**src/rtl/rx_ctrl_pkg.sv**
```systemverilog
// rx_ctrl_pkg: shared types and default sizes for the ADC receive controller.
//   rx_state_e  - controller states
//   rx_entry_t  - FIFO entry layout {last, data} at the default data width
package rx_ctrl_pkg;

   localparam int RX_DW      = 32;
   localparam int RX_CW      = 16;
   localparam int RX_FIFO_AW = 4;

   typedef enum logic [1:0] {
      ST_IDLE    = 2'd0,
      ST_DELAY   = 2'd1,
      ST_CAPTURE = 2'd2,
      ST_DRAIN   = 2'd3
   } rx_state_e;

   // Entry layout: bit DW is the record-last flag, bits DW-1:0 the sample.
   typedef struct packed {
      logic              last;
      logic [RX_DW-1:0]  data;
   } rx_entry_t;

endpackage

```
**src/rtl/rx_fifo.sv**
```systemverilog
// rx_fifo: synchronous first-word fall-through FIFO, depth 2**AW, width W.
// A word written in cycle N is visible on rd_data in cycle N+1.
//   clk, rstn  - clock, async active-low reset
//   wr_en      - push wr_data (ignored when full unless a pop happens too)
//   rd_en      - pop the head (ignored when empty)
//   rd_data    - current head entry
//   empty      - no entries held
//   count      - occupancy, 0..2**AW
module rx_fifo
#(
   parameter int W  = 33,
   parameter int AW = 4
)
(
   input  logic          clk,
   input  logic          rstn,
   input  logic          wr_en,
   input  logic [W-1:0]  wr_data,
   input  logic          rd_en,
   output logic [W-1:0]  rd_data,
   output logic          empty,
   output logic [AW:0]   count
);

   localparam logic [AW:0] FULL_LVL = (AW+1)'(1 << AW);

   logic [W-1:0]  mem [0:(1<<AW)-1];
   logic [AW-1:0] wr_ptr;
   logic [AW-1:0] rd_ptr;
   logic          do_wr;
   logic          do_rd;

   assign do_rd   = rd_en && (count != '0);
   assign do_wr   = wr_en && ((count != FULL_LVL) || do_rd);
   assign rd_data = mem[rd_ptr];
   assign empty   = (count == '0);

   // Storage carries no reset; the consumer gates data with empty.
   always_ff @(posedge clk) begin
      if (do_wr) mem[wr_ptr] <= wr_data;
   end

   always_ff @(posedge clk or negedge rstn) begin
      if (!rstn) begin
         wr_ptr <= '0;
         rd_ptr <= '0;
         count  <= '0;
      end else begin
         if (do_wr) wr_ptr <= wr_ptr + 1'b1;
         if (do_rd) rd_ptr <= rd_ptr + 1'b1;
         case ({do_wr, do_rd})
            2'b10:   count <= count + 1'b1;
            2'b01:   count <= count - 1'b1;
            default: count <= count;
         endcase
      end
   end

endmodule

```
**src/rtl/rx_ctrl.sv**
```systemverilog
// rx_ctrl: on an accepted trig, waits rxdly cycles then captures rxsmps
// consecutive adc_data words and streams them out over AXI-Stream with
// m_tlast on the final word of the record.
//   clk, rstn            - ADC fabric clock, async active-low reset
//   trig                 - single-cycle capture request
//   rxsmps, rxdly        - samples per record / trig-to-capture delay
//   adc_data             - ADC sample word, valid every cycle
//   m_tdata/tvalid/tlast - stream out, m_tready - stream ready in
//   busy                 - record in progress (trig accepted, last not yet taken)
//   ovf                  - sticky: a sample was dropped in this or previous record
//
// state      | meaning
// -----------+-------------------------------------------------------------
// ST_IDLE    | waiting for trig with rxsmps != 0
// ST_DELAY   | dly_cnt counting down the trig-to-capture delay
// ST_CAPTURE | one sample per cycle, smp_cnt counting down to the final word
// ST_DRAIN   | waiting for the tlast handshake
module rx_ctrl
   import rx_ctrl_pkg::*;
#(
   parameter int DW      = RX_DW,
   parameter int CW      = RX_CW,
   parameter int FIFO_AW = RX_FIFO_AW
)
(
   input  logic           clk,
   input  logic           rstn,
   input  logic           trig,
   input  logic [CW-1:0]  rxsmps,
   input  logic [CW-1:0]  rxdly,
   input  logic [DW-1:0]  adc_data,
   output logic [DW-1:0]  m_tdata,
   output logic           m_tvalid,
   output logic           m_tlast,
   input  logic           m_tready,
   output logic           busy,
   output logic           ovf
);

   // Non-final words stop one slot short of full so the final word always fits.
   localparam logic [FIFO_AW:0] RESERVE_LVL = (FIFO_AW+1)'((1 << FIFO_AW) - 1);

   rx_state_e        state;
   logic [CW-1:0]    dly_cnt;
   logic [CW-1:0]    smp_cnt;
   logic [FIFO_AW:0] fifo_count;
   logic             fifo_empty;
   logic [DW:0]      fifo_wr_data;
   logic [DW:0]      fifo_rd_data;
   logic             fifo_wr_en;
   logic             fifo_rd_en;
   logic             trig_ok;
   logic             cap_final;
   logic             cap_room;
   logic             last_hs;

   assign trig_ok      = trig && (rxsmps != '0);
   assign cap_final    = (state == ST_CAPTURE) && (smp_cnt == CW'(1));
   assign cap_room     = (fifo_count < RESERVE_LVL);
   assign fifo_wr_en   = (state == ST_CAPTURE) && (cap_final || cap_room);
   assign fifo_wr_data = {cap_final, adc_data};
   assign fifo_rd_en   = m_tready && !fifo_empty;
   assign last_hs      = m_tvalid && m_tready && m_tlast;

   assign m_tvalid = !fifo_empty;
   assign m_tdata  = fifo_empty ? '0 : fifo_rd_data[DW-1:0];
   assign m_tlast  = !fifo_empty && fifo_rd_data[DW];

   rx_fifo #(
      .W  (DW + 1),
      .AW (FIFO_AW)
   ) u_fifo (
      .clk     (clk),
      .rstn    (rstn),
      .wr_en   (fifo_wr_en),
      .wr_data (fifo_wr_data),
      .rd_en   (fifo_rd_en),
      .rd_data (fifo_rd_data),
      .empty   (fifo_empty),
      .count   (fifo_count)
   );

   always_ff @(posedge clk or negedge rstn) begin
      if (!rstn) begin
         state   <= ST_IDLE;
         dly_cnt <= '0;
         smp_cnt <= '0;
         busy    <= 1'b0;
         ovf     <= 1'b0;
      end else begin
         case (state)
            ST_IDLE: begin
               if (trig_ok) begin
                  dly_cnt <= rxdly;
                  smp_cnt <= rxsmps;
                  busy    <= 1'b1;
                  ovf     <= 1'b0;
                  state   <= (rxdly != '0) ? ST_DELAY : ST_CAPTURE;
               end
            end
            ST_DELAY: begin
               dly_cnt <= dly_cnt - 1'b1;
               if (dly_cnt == CW'(1)) state <= ST_CAPTURE;
            end
            ST_CAPTURE: begin
               // Index advances every cycle; a skipped write is a dropped sample.
               smp_cnt <= smp_cnt - 1'b1;
               if (!fifo_wr_en) ovf <= 1'b1;
               if (cap_final) state <= ST_DRAIN;
            end
            ST_DRAIN: begin
               if (last_hs) begin
                  busy  <= 1'b0;
                  state <= ST_IDLE;
               end
            end
            default: state <= ST_IDLE;
         endcase
      end
   end

endmodule

```
**config.mk**
```make
export PLATFORM = sky130hd
export DESIGN_NAME = rx_ctrl
export DESIGN_NICKNAME = d
export VERILOG_FILES = /design/src/rtl/rx_ctrl_pkg.sv /design/src/rtl/rx_fifo.sv /design/src/rtl/rx_ctrl.sv
export SDC_FILE = /design/constraint.sdc
export NUM_CORES = 1
export LEC_CHECK = 0
export BUFFER_PORTS_ARGS = -buffer_cell sky130_fd_sc_hd__buf_2
export CAP_MARGIN = 25
export CORE_MARGIN = 4
export CORE_UTILIZATION = 64
export CTS_BUF_LIST = sky130_fd_sc_hd__clkbuf_4
export DETAILED_ROUTE_END_ITERATION = 16
export MAX_ROUTING_LAYER = met4
export PLACE_DENSITY = 0.82
export SYNTH_ARGS = -nofsm -noshare
export SYNTH_HDL_FRONTEND = slang
export SYNTH_SLANG_ARGS = --single-unit
```
**constraint.sdc**
```tcl
create_clock -name clk -period 6.61 [get_ports clk]
set_input_delay 0.661 -clock clk [delete_from_list [all_inputs] [get_ports clk]]
set_output_delay 0.661 -clock clk [all_outputs]
set_load 0.1 [all_outputs]
```
# Word level (Yosys, flattened, before mapping)
# Memories as Yosys holds them, arrays and structs flattened.
# Cells that the tools add are included.
dict set report word_totals {
  in_bits 68
  mem_bits_rw 528
  reg_bits 49
  out_inout_bits 36
  memories 1
}
dict set report classes {
  n_lt_le_gt_ge 1
  n_mux 20
  reduce_logical 25
  n_eq_ne 13
  addsub 6
}
# name depth width read_ports rd_clocked_by_memory_dff write_ports line_no
set mem_list {}
lappend mem_list {u_fifo.mem 16 33 1 0 1 rx_fifo.sv:27} ;# logic [W-1:0] mem [0:(1<<AW)-1];
# operator count
set op_table {}
lappend op_table {{16-bit one-hot mux with 2 select lines} 2}
lappend op_table {{16-bit by 1-bit equality test with 1-bit output (second input constant)} 2}
lappend op_table {{16-bit two-way mux} 2}
lappend op_table {{32-bit two-way mux} 1}
lappend op_table {{16-bit nonzero test} 2}
lappend op_table {{16-bit by 1-bit subtractor with 16-bit output (second input constant)} 2}
lappend op_table {{2-bit two-way mux} 5}
lappend op_table {{2-bit inequality test (second input constant)} 5}
lappend op_table {{5-bit one-hot mux with 2 select lines} 1}
lappend op_table {{4-bit by 1-bit adder with 4-bit output (second input constant)} 2}
lappend op_table {{1-bit logical AND} 8}
lappend op_table {{2-bit one-hot mux with 4 select lines} 1}
lappend op_table {{2-bit nonzero test} 4}
lappend op_table {{2-bit equality test (second input constant)} 3}
lappend op_table {{1-bit two-way mux} 6}
lappend op_table {{3-bit AND reduction} 2}
lappend op_table {{5-bit by 1-bit adder with 5-bit output (second input constant)} 1}
lappend op_table {{5-bit logical NOT} 1}
lappend op_table {{5-bit by 4-bit < comparator with 1-bit output (second input constant)} 1}
lappend op_table {{5-bit inequality test (second input constant)} 1}
lappend op_table {{5-bit nonzero test} 1}
lappend op_table {{5-bit by 1-bit subtractor with 5-bit output (second input constant)} 1}
lappend op_table {{2-bit by 1-bit equality test with 1-bit output (second input constant)} 2}
lappend op_table {{1-bit one-hot mux with 2 select lines} 2}
lappend op_table {{other kinds (5)} 7}

# Longest topological paths before layout
# Gate-level depths: netlist (run 1).
dict set report logic_depth {
  word_depth 8
  mapped_depth 14
  depth_no_buf 14
}

# Modules after synthesis
# From an unflattened synthesis (run 1), not the netlist that was laid out.
dict set report hier_totals {
  hier_cells 1230
  hier_area_um2 23859.1
}
# module area_per_inst_um2 cells_each instances
set modules_own_cells {}
lappend modules_own_cells {rx_fifo 20836.2 855 1}
lappend modules_own_cells {rx_ctrl 3022.9 375 1}

# Worst setup path after synthesis (run 1)
# No wires, ideal clock.
dict set report synth_path {
  kind {reg2reg}
  startpoint {register smp_cnt[8]}
  endpoint {memory u_fifo.mem[3][0] (enable)}
  slack_ns 2.008
  arrival_ns 4.138
  required_time_ns 6.146
  stages_incl_launch_ff 7
  setup_time_ns 0.464
  path_buffers 0
  cell_sequence {dfrtp_1 -> or4_4 -> nor4_4 -> a21oi_2 -> a311oi_2 -> nand2_1 -> nor3_1}
}
dict set report synth_between {
  elab_chain_cells 7
}
# item line_no
set synth_rtl {}
lappend synth_rtl {{start, declared} rx_ctrl.sv:45} ;# logic [CW-1:0] smp_cnt;
lappend synth_rtl {{start signal, assigned} rx_ctrl.sv:95} ;# smp_cnt <= rxsmps;
lappend synth_rtl {{start signal, assigned} rx_ctrl.sv:107} ;# smp_cnt <= smp_cnt - 1'b1;
lappend synth_rtl {{16-bit by 1-bit equality test with 1-bit output} rx_ctrl.sv:58} ;# assign cap_final = (state == ST_CAPTURE) && (smp_cnt == CW'(1));
lappend synth_rtl {{1-bit logical AND} rx_ctrl.sv:58}
lappend synth_rtl {{1-bit logical OR} rx_ctrl.sv:60} ;# assign fifo_wr_en = (state == ST_CAPTURE) && (cap_final || cap_room);
lappend synth_rtl {{1-bit logical AND} rx_ctrl.sv:60}
lappend synth_rtl {{1-bit logical AND} rx_fifo.sv:34} ;# assign do_wr = wr_en && ((count != FULL_LVL) || do_rd);
lappend synth_rtl {{1-bit two-way mux} rx_fifo.sv:40} ;# if (do_wr) mem[wr_ptr] <= wr_data;
lappend synth_rtl {{1-bit two-way mux (implied by the code)} rx_fifo.sv:40}
lappend synth_rtl {{end, declared} rx_fifo.sv:27}
# No other way between the ends.

# Final worst setup path (run 1)
dict set report layout_path {
  startpoint {register u_fifo.rd_ptr[0]}
  endpoint {output m_tdata[10]}
}
dict set report layout_between {
  elab_chain_cells 2
}
# item line_no
set layout_rtl {}
lappend layout_rtl {{start, declared} rx_fifo.sv:29} ;# logic [AW-1:0] rd_ptr;
lappend layout_rtl {{start signal, assigned} rx_fifo.sv:50} ;# if (do_rd) rd_ptr <= rd_ptr + 1'b1;
lappend layout_rtl {{memory read 16 x 33 bit} --}
lappend layout_rtl {{32-bit two-way mux} rx_ctrl.sv:66} ;# assign m_tdata = fifo_empty ? '0 : fifo_rd_data[DW-1:0];
lappend layout_rtl {{end, declared} rx_ctrl.sv:32} ;# output logic [DW-1:0] m_tdata,
# No other way between the ends.

==> reports/results.ini, run 1 <==
[die]
dieArea_mm2=0.0398
initial_core_util=0.654
die_w_um=199
coreArea_mm2=0.0358
die_y_um=199
rows=69
io_pins=104

[timing]
fin_skew_ns=0.0436
worstMarginPinSlew_ns=1.04
setup_viol=0
fin_crit_sh=0.715
maxSlewViolCount=0
rsz0062_at_grt=false
fin_crit_ns=4.72
relSlewSlack=0.309
fmax_mhz=212
finalHoldViolations=0
whs_ns=0.156
setup-tns-final_ns=0

[detailed_routing]
viasPerCell=6.46
route.detailed.drc=0
ant_nets=0
wl_per_cell_um=25.4
drt_first_iter_violations=1299
wirelength_mm=49.6
vias=12600
drt_pass1_iterations=5

[finish]
multi_input_area_mm2=0.00608
fillers=1980
regArea_mm2=0.0171
layout.nets=1477
synthToLayoutAreaGrowth_pct=12.9
final_cell_count_no_fill=1953
drive_above_1_share=0.361

[setup_path]
reg2reg_from=state[0]$_DFFE_PN0P_
crit_top_cell=mux4_2
slowest_delay_ns=0.90
crit_arrival_ns=4.06
path_depth=5
crit_path_top_delay_cell=dfrtp_4
worstRegToRegCells=7
path_delay_family=multiplexers
cp_max_fo=98
crit_path_cell_trace=buf_12, mux4_2, mux4_2, and2_1, buf_2
path_buf_inv=2
cp-startpoint=u_fifo.rd_ptr[0]$_DFFE_PN0P_
worstPathRequired_ns=5.95
r2r_setup_slack_ns=1.96
worstSetupPathType=reg -> out
end_kind=output pin
cp-start-kind=flop

[power]
irDropWorstVdd_v=0.000459
power.density_mw_per_mm2=471
p_leak_nw=8.99

[worst_hold_path]
min_from=rxdly[1]
hold_class=in -> reg
whs_path_depth=3

[synthesis]
synth_edf_count=528
synth.distinct_cells=65
syn_area_mm2=0.0234
synth_cells=1179
post_synth.cell_area_avg_um2=19.9
synthTopCellsByArea=edfxtp_1, mux4_2, dfrtp_1, and2_1, ha_1
yosysWarnings=0
ys_seq_elements=577
synth.top_cell.area_share=0.676
synth_top_area_cell=edfxtp_1
ys_seq_area_frac=0.729
synth_ff_type=edfxtp_1
synthArstFlopShare=0.0849
syn_nets=1264

[clocking]
h-tree-depth=4
cts_tree=yes
cts_max_path_buffers=3
cts.reportedPaths.clkPinSlew_ns=0.08
worstSkewPairLatency_ns=0.82
clkSinkCount=577
cts_buffers=142
cts_resized=0
cts_root_buf=clkbuf_4

[global_routing]
grt_pass1_vias=13100
grt_antenna_before_repair=6
grt_max_degree=99
grt.total_usage=0.267
grt_pass1_wl_mm=76.3
overflow=0

[placed_design]
portBuffers=103
dp_hpwl_mm=27.9
gp_congestion=0.872
dp_cells=1702

[job]
maxCapViolations=0

[run_status]
outcome=finished clean

[synthesized netlist by cell type (4+ instances only)]
cell type    n
a22oi_1      7
and2_1      42
mux4_2     164
o31ai_1      4
buf_1       12
o22ai_1      4
o21a_1       5
inv_1       17
nor4_1       9
nor3_1      15
nand2_1     31
clkbuf_1    38
a31oi_1      8
mux2i_1     14
a221o_1      6
nand3_1      8
edfxtp_1   528
buf_2        8
o22a_1       8
nand4_1      5
o21ai_0     27
or4_1        6
a21oi_1     24
xnor2_1      9
ha_1        16
nor2b_1      5
dfrtp_1     49
nor2_1      43
o211ai_1     4
and3_1      11
[registers in the layout, indices dropped and copies added (netlist names)]
name,count
dly_cnt,16
u_fifo.mem,528
ovf,1
busy,1
smp_cnt,16
u_fifo.wr_ptr,4
state,2
u_fifo.rd_ptr,4
u_fifo.count,5
[layout by cell type (no fill, tap or decap), drive strengths merged, types with 6 or more instances in the layout]
| cell | instances |
|---|---|
| nor4 | 12 |
| clkbuf | 196 |
| ha | 16 |
| a22oi | 7 |
| a31oi | 8 |
| diode | 7 |
| inv | 24 |
| dfrtp | 49 |
| and2 | 42 |
| mux4 | 164 |
| nand3 | 8 |
| a21oi | 25 |
| o22a | 8 |
| buf | 127 |
| mux2i | 14 |
| edfxtp | 528 |
| nor2 | 44 |
| or4 | 7 |
| and3 | 11 |
| clkinv | 31 |
| xnor2 | 9 |
| o21ai | 28 |
| nand2 | 31 |
| nor3 | 15 |
| a221o | 6 |
[tightest hold or removal path: stages]
cell	delay (ns)
buf_2	0.08
o21ai_0	0.06
o21ai_0	0.13
[worst paths after layout]
| check | end |
|---|---|
| max | m_tdata[10] |
| min in group asynchronous | dly_cnt[3]$_DFFE_PN0P_ |
| min reg2reg | dly_cnt[9]$_DFFE_PN0P_ |
| max reg2reg | u_fifo.mem[3][28]$_DFFE_PP_ |
| max in group asynchronous | u_fifo.rd_ptr[1]$_DFFE_PN0P_ |
| min | dly_cnt[1]$_DFFE_PN0P_ |
[report_power, final]
group | internal [mW] | leakage (nW) | switching, mW
sequential | 4.50 | 5.37 | 0.333
clock | 1.52 | 1.05 | 1.34
combinational | 1.61 | 2.57 | 3.16
[metrics by stage]
step                       util  instance area (um2)  power (mW)  worst slack, ns
final                     0.739                26500        12.5             1.89
after global routing      0.739                26500        13.0             1.59
after global placement    0.682                24400        9.51             2.35
after floorplan               -                23400        8.60             2.01
after CTS                 0.735                26300        12.5             1.74
after detailed placement  0.686                24600        9.66             2.11
[area by class of cell]
type,instances,area share
diodes,7,0.000662
multi-input cells,524,0.230
flip-flops and latches,577,0.646
well taps,461,0.0218
inverters,19,0.00269
clock inverters,41,0.0104
clock buffers,196,0.0556
repair buffers,128,0.0337
[logic make-up (layout without fill, tap and decap cells)]
logic type | count (synthesis) | after routing | synth area share
and+or+nand+nor | 196 | 196 | 0.0460
xor gates and xnor gates | 10 | 10 | 0.00374
AOI/OAI and AO/OA | 122 | 122 | 0.0352
adders and majority gates | 17 | 17 | 0.00939
muxes | 179 | 179 | 0.164
buffers and inverters | 78 | 384 | 0.0131
DFF | 577 | 577 | 0.729
other | 0 | 7 | 0
[timing repair]
item,in CTS,in global routing
hold buffers,1,0
setup buffers,0,0
endpoints found under the hold margin,49,0
[metal layers]
layer  share of wire  vias to the layer above  GRT usage
li1                -                     5423          -
met1            0.39                     6472      0.365
met2            0.51                      646      0.411
met3           0.083                       84     0.0647
met4           0.018                        0     0.0818
met5               0                        -          -
No activity file was read; power rests on OpenSTA's default activity.
==> run 2, diff against run 1 <==
- clock period: 6.61 -> 4.5 ns (I/O delays scaled with it)
==> run 2 against run 1 <==
Register-to-register slack got worse by 0.99 ns. Clock skew rose by 0.025 ns. Via count rose by 2.4%. Combinational power rose by 50%. Worst setup slack got worse by 1.6 ns. Global-route usage rose by 1.2 points. First-iteration DRC count rose by 9.2%.
==> reports/results.ini, run 2 (synthesis gave the netlist of run 1 again) <==
[placed_design]
pre_cts_slack_ns=1.01  ; -1.09 ns
gp_congestion=0.841  ; -3.6%
portBuffers=103  ; unchanged
place_area_mm2=0.0248  ; +1.0%
dp_cells=1722  ; +1.2%
dp_hpwl_mm=29.3  ; +5.2%

[power]
irDropWorstVdd_v=0.000705  ; +54%
p_leak_nw=9.33  ; +3.8%
fin_total_pwr_mw=18.7  ; +50%
power.density_mw_per_mm2=685  ; +45%

[timing]
fin_ws_ns=0.329  ; -1.56 ns
fin_skew_ns=0.0688  ; +0.0253 ns
finalHoldViolations=0  ; unchanged
setup_viol=0  ; unchanged
fin_crit_ns=4.17
worstMarginPinSlew_ns=0.843  ; -0.194 ns
maxSlewViolCount=0  ; unchanged
fin_crit_sh=0.927
fmax_mhz=240
setup-tns-final_ns=0  ; unchanged
rsz0062_at_grt=false
relSlewSlack=0.438  ; +0.129
whs_ns=0.0559  ; -0.0996 ns

[die]
dieArea_mm2=0.0398  ; unchanged
die_y_um=199  ; unchanged
coreArea_mm2=0.0358  ; unchanged
io_pins=104  ; unchanged
die_w_um=199  ; unchanged
initial_core_util=0.654  ; unchanged
rows=69  ; unchanged

[detailed_routing]
wl_per_cell_um=25.4  ; about the same
viasPerCell=6.40  ; -1.1%
wirelength_mm=51.3  ; +3.5%
drt_first_iter_violations=1419  ; +9.2%
route.detailed.drc=0  ; unchanged
vias=12900  ; +2.4%
drt_pass1_iterations=7  ; +2
ant_nets=0  ; unchanged

[setup_path]
worstPathRequired_ns=4.05  ; -1.90 ns
worstRegToRegCells=8  ; +1
end_kind=output pin
timing.rr.end=u_fifo.mem[15][10]$_DFFE_PP_
crit_arrival_ns=3.72  ; -0.34 ns
worstSetupPathType=reg -> out
r2r_setup_slack_ns=0.97  ; -0.99 ns
cp_max_fo=40  ; -59%
reg2reg_from=smp_cnt[8]$_DFFE_PN0P_
cp-start-kind=flop

[clocking]
worstSkewPairLatency_ns=0.87  ; +0.05 ns
cts_tree=yes
h-tree-depth=4  ; unchanged
cts.reportedPaths.clkPinSlew_ns=0.07  ; about the same
cts_resized=0  ; unchanged
clkSinkCount=577  ; unchanged
cts_buffers=142  ; unchanged
cts_root_buf=clkbuf_4
cts_max_path_buffers=3  ; unchanged

[finish]
fin_util=0.760  ; +0.0207
fillers=1918  ; -3.1%
synthToLayoutAreaGrowth_pct=16.1
layout.nets=1546  ; +4.7%
layout_commonest_cell=edfxtp_1
final_cell_count_no_fill=2021  ; +3.5%
largest_reg_flops=528  ; unchanged
final_cell_mix=edfxtp_1, clkbuf_4, mux4_2
largest-register=u_fifo.mem
final_area_mm2=0.0272  ; +2.8%
largestRegisters=u_fifo.mem x528, dly_cnt x16, smp_cnt x16
drive_above_1_share=0.355  ; -0.00559

[global_routing]
grt_pass1_wl_mm=79.2  ; +3.8%
use_met3=0.0563  ; -0.00843
busiest_layer=met2
grtUsageMet1=0.387  ; +0.0221
grt_antenna_before_repair=1  ; -5
grt_pass1_vias=13400  ; +2.6%
grtUsageMet2=0.427  ; +0.0163
overflow=0  ; unchanged
grt.total_usage=0.279  ; +0.0120
grt_max_degree=72  ; -27%

[run_status]
outcome=finished clean

[worst_hold_path]
min_from=rxsmps[13]
hold_class=in -> reg
whs_path_depth=4  ; +1
hold_end=smp_cnt[13]$_DFFE_PN0P_

[job]
maxCapViolations=0  ; unchanged

==> run 2: changes by cell type in the layout (fill, tap and decap cells not counted), sizes merged <==
cell         before  now
bufinv            4    6
clkinvlp          1    2
inv              24   22
dlygate4sd3       1   56
diode             7    1
buf             127  141
clkbuf          196  203
clkinv           31   28
==> run 2: what timing repair did <==
action / in CTS / in global routing
buffers inserted: 0 / 0
hold buffers: 56 / 0
endpoints found under the hold margin: 577 / 0
==> run 2: worst max path at each step <==
stage	start	end	slack, ns	depth (start not counted)
after floorplan	smp_cnt[8]$_DFFE_PN0P_	u_fifo.mem[3][0]$_DFFE_PP_	0.90	6
after global placement	smp_cnt[8]$_DFFE_PN0P_	u_fifo.mem[15][5]$_DFFE_PP_	1.05	8
after detailed placement	smp_cnt[8]$_DFFE_PN0P_	u_fifo.mem[15][1]$_DFFE_PP_	1.01	8
after CTS	u_fifo.rd_ptr[0]$_DFFE_PN0P_	m_tdata[22]	0.23	5
after global routing	u_fifo.rd_ptr[0]$_DFFE_PN0P_	m_tdata[22]	0.1	5
final	u_fifo.rd_ptr[0]$_DFFE_PN0P_	m_tdata[23]	0.33	5
==> run 2: final cells by class <==
type                            instances  area (um2)  area share
Antenna cell                            1        2.50   0.0000919
Clock buffer                          203        1520      0.0560
Clock inverter                         39         315      0.0116
Inverter                               19        71.3     0.00262
Multi-Input combinational cell        524        6080       0.224
Sequential cell                       577       17100       0.628
Tap cell                              461         577      0.0212
Timing Repair Buffer                  197        1550      0.0569
==> run 2: report_power, final <==
group / total, mW / switching, mW / internal (mW)
Combinational: 7.15 / 4.68 / 2.47
Clock: 4.42 / 2.01 / 2.41
Sequential: 7.08 / 0.474 / 6.61
Total: 18.7 / 7.17 / 11.5
==> run 2: critical path: stages, from the launching register on <==
cell	delay, ns
dfrtp_4	0.95
buf_4	0.44
mux4_2	0.55
mux4_2	0.47
and2_1	0.18
buf_2	0.29
==> run 2: layer usage <==
metal  vias to the layer above  wire length, um
li1                       5548                -
met1                      6615            20000
met4                         0             1070
met5                         -                0
met2                       678            26000
met3                        84             4310
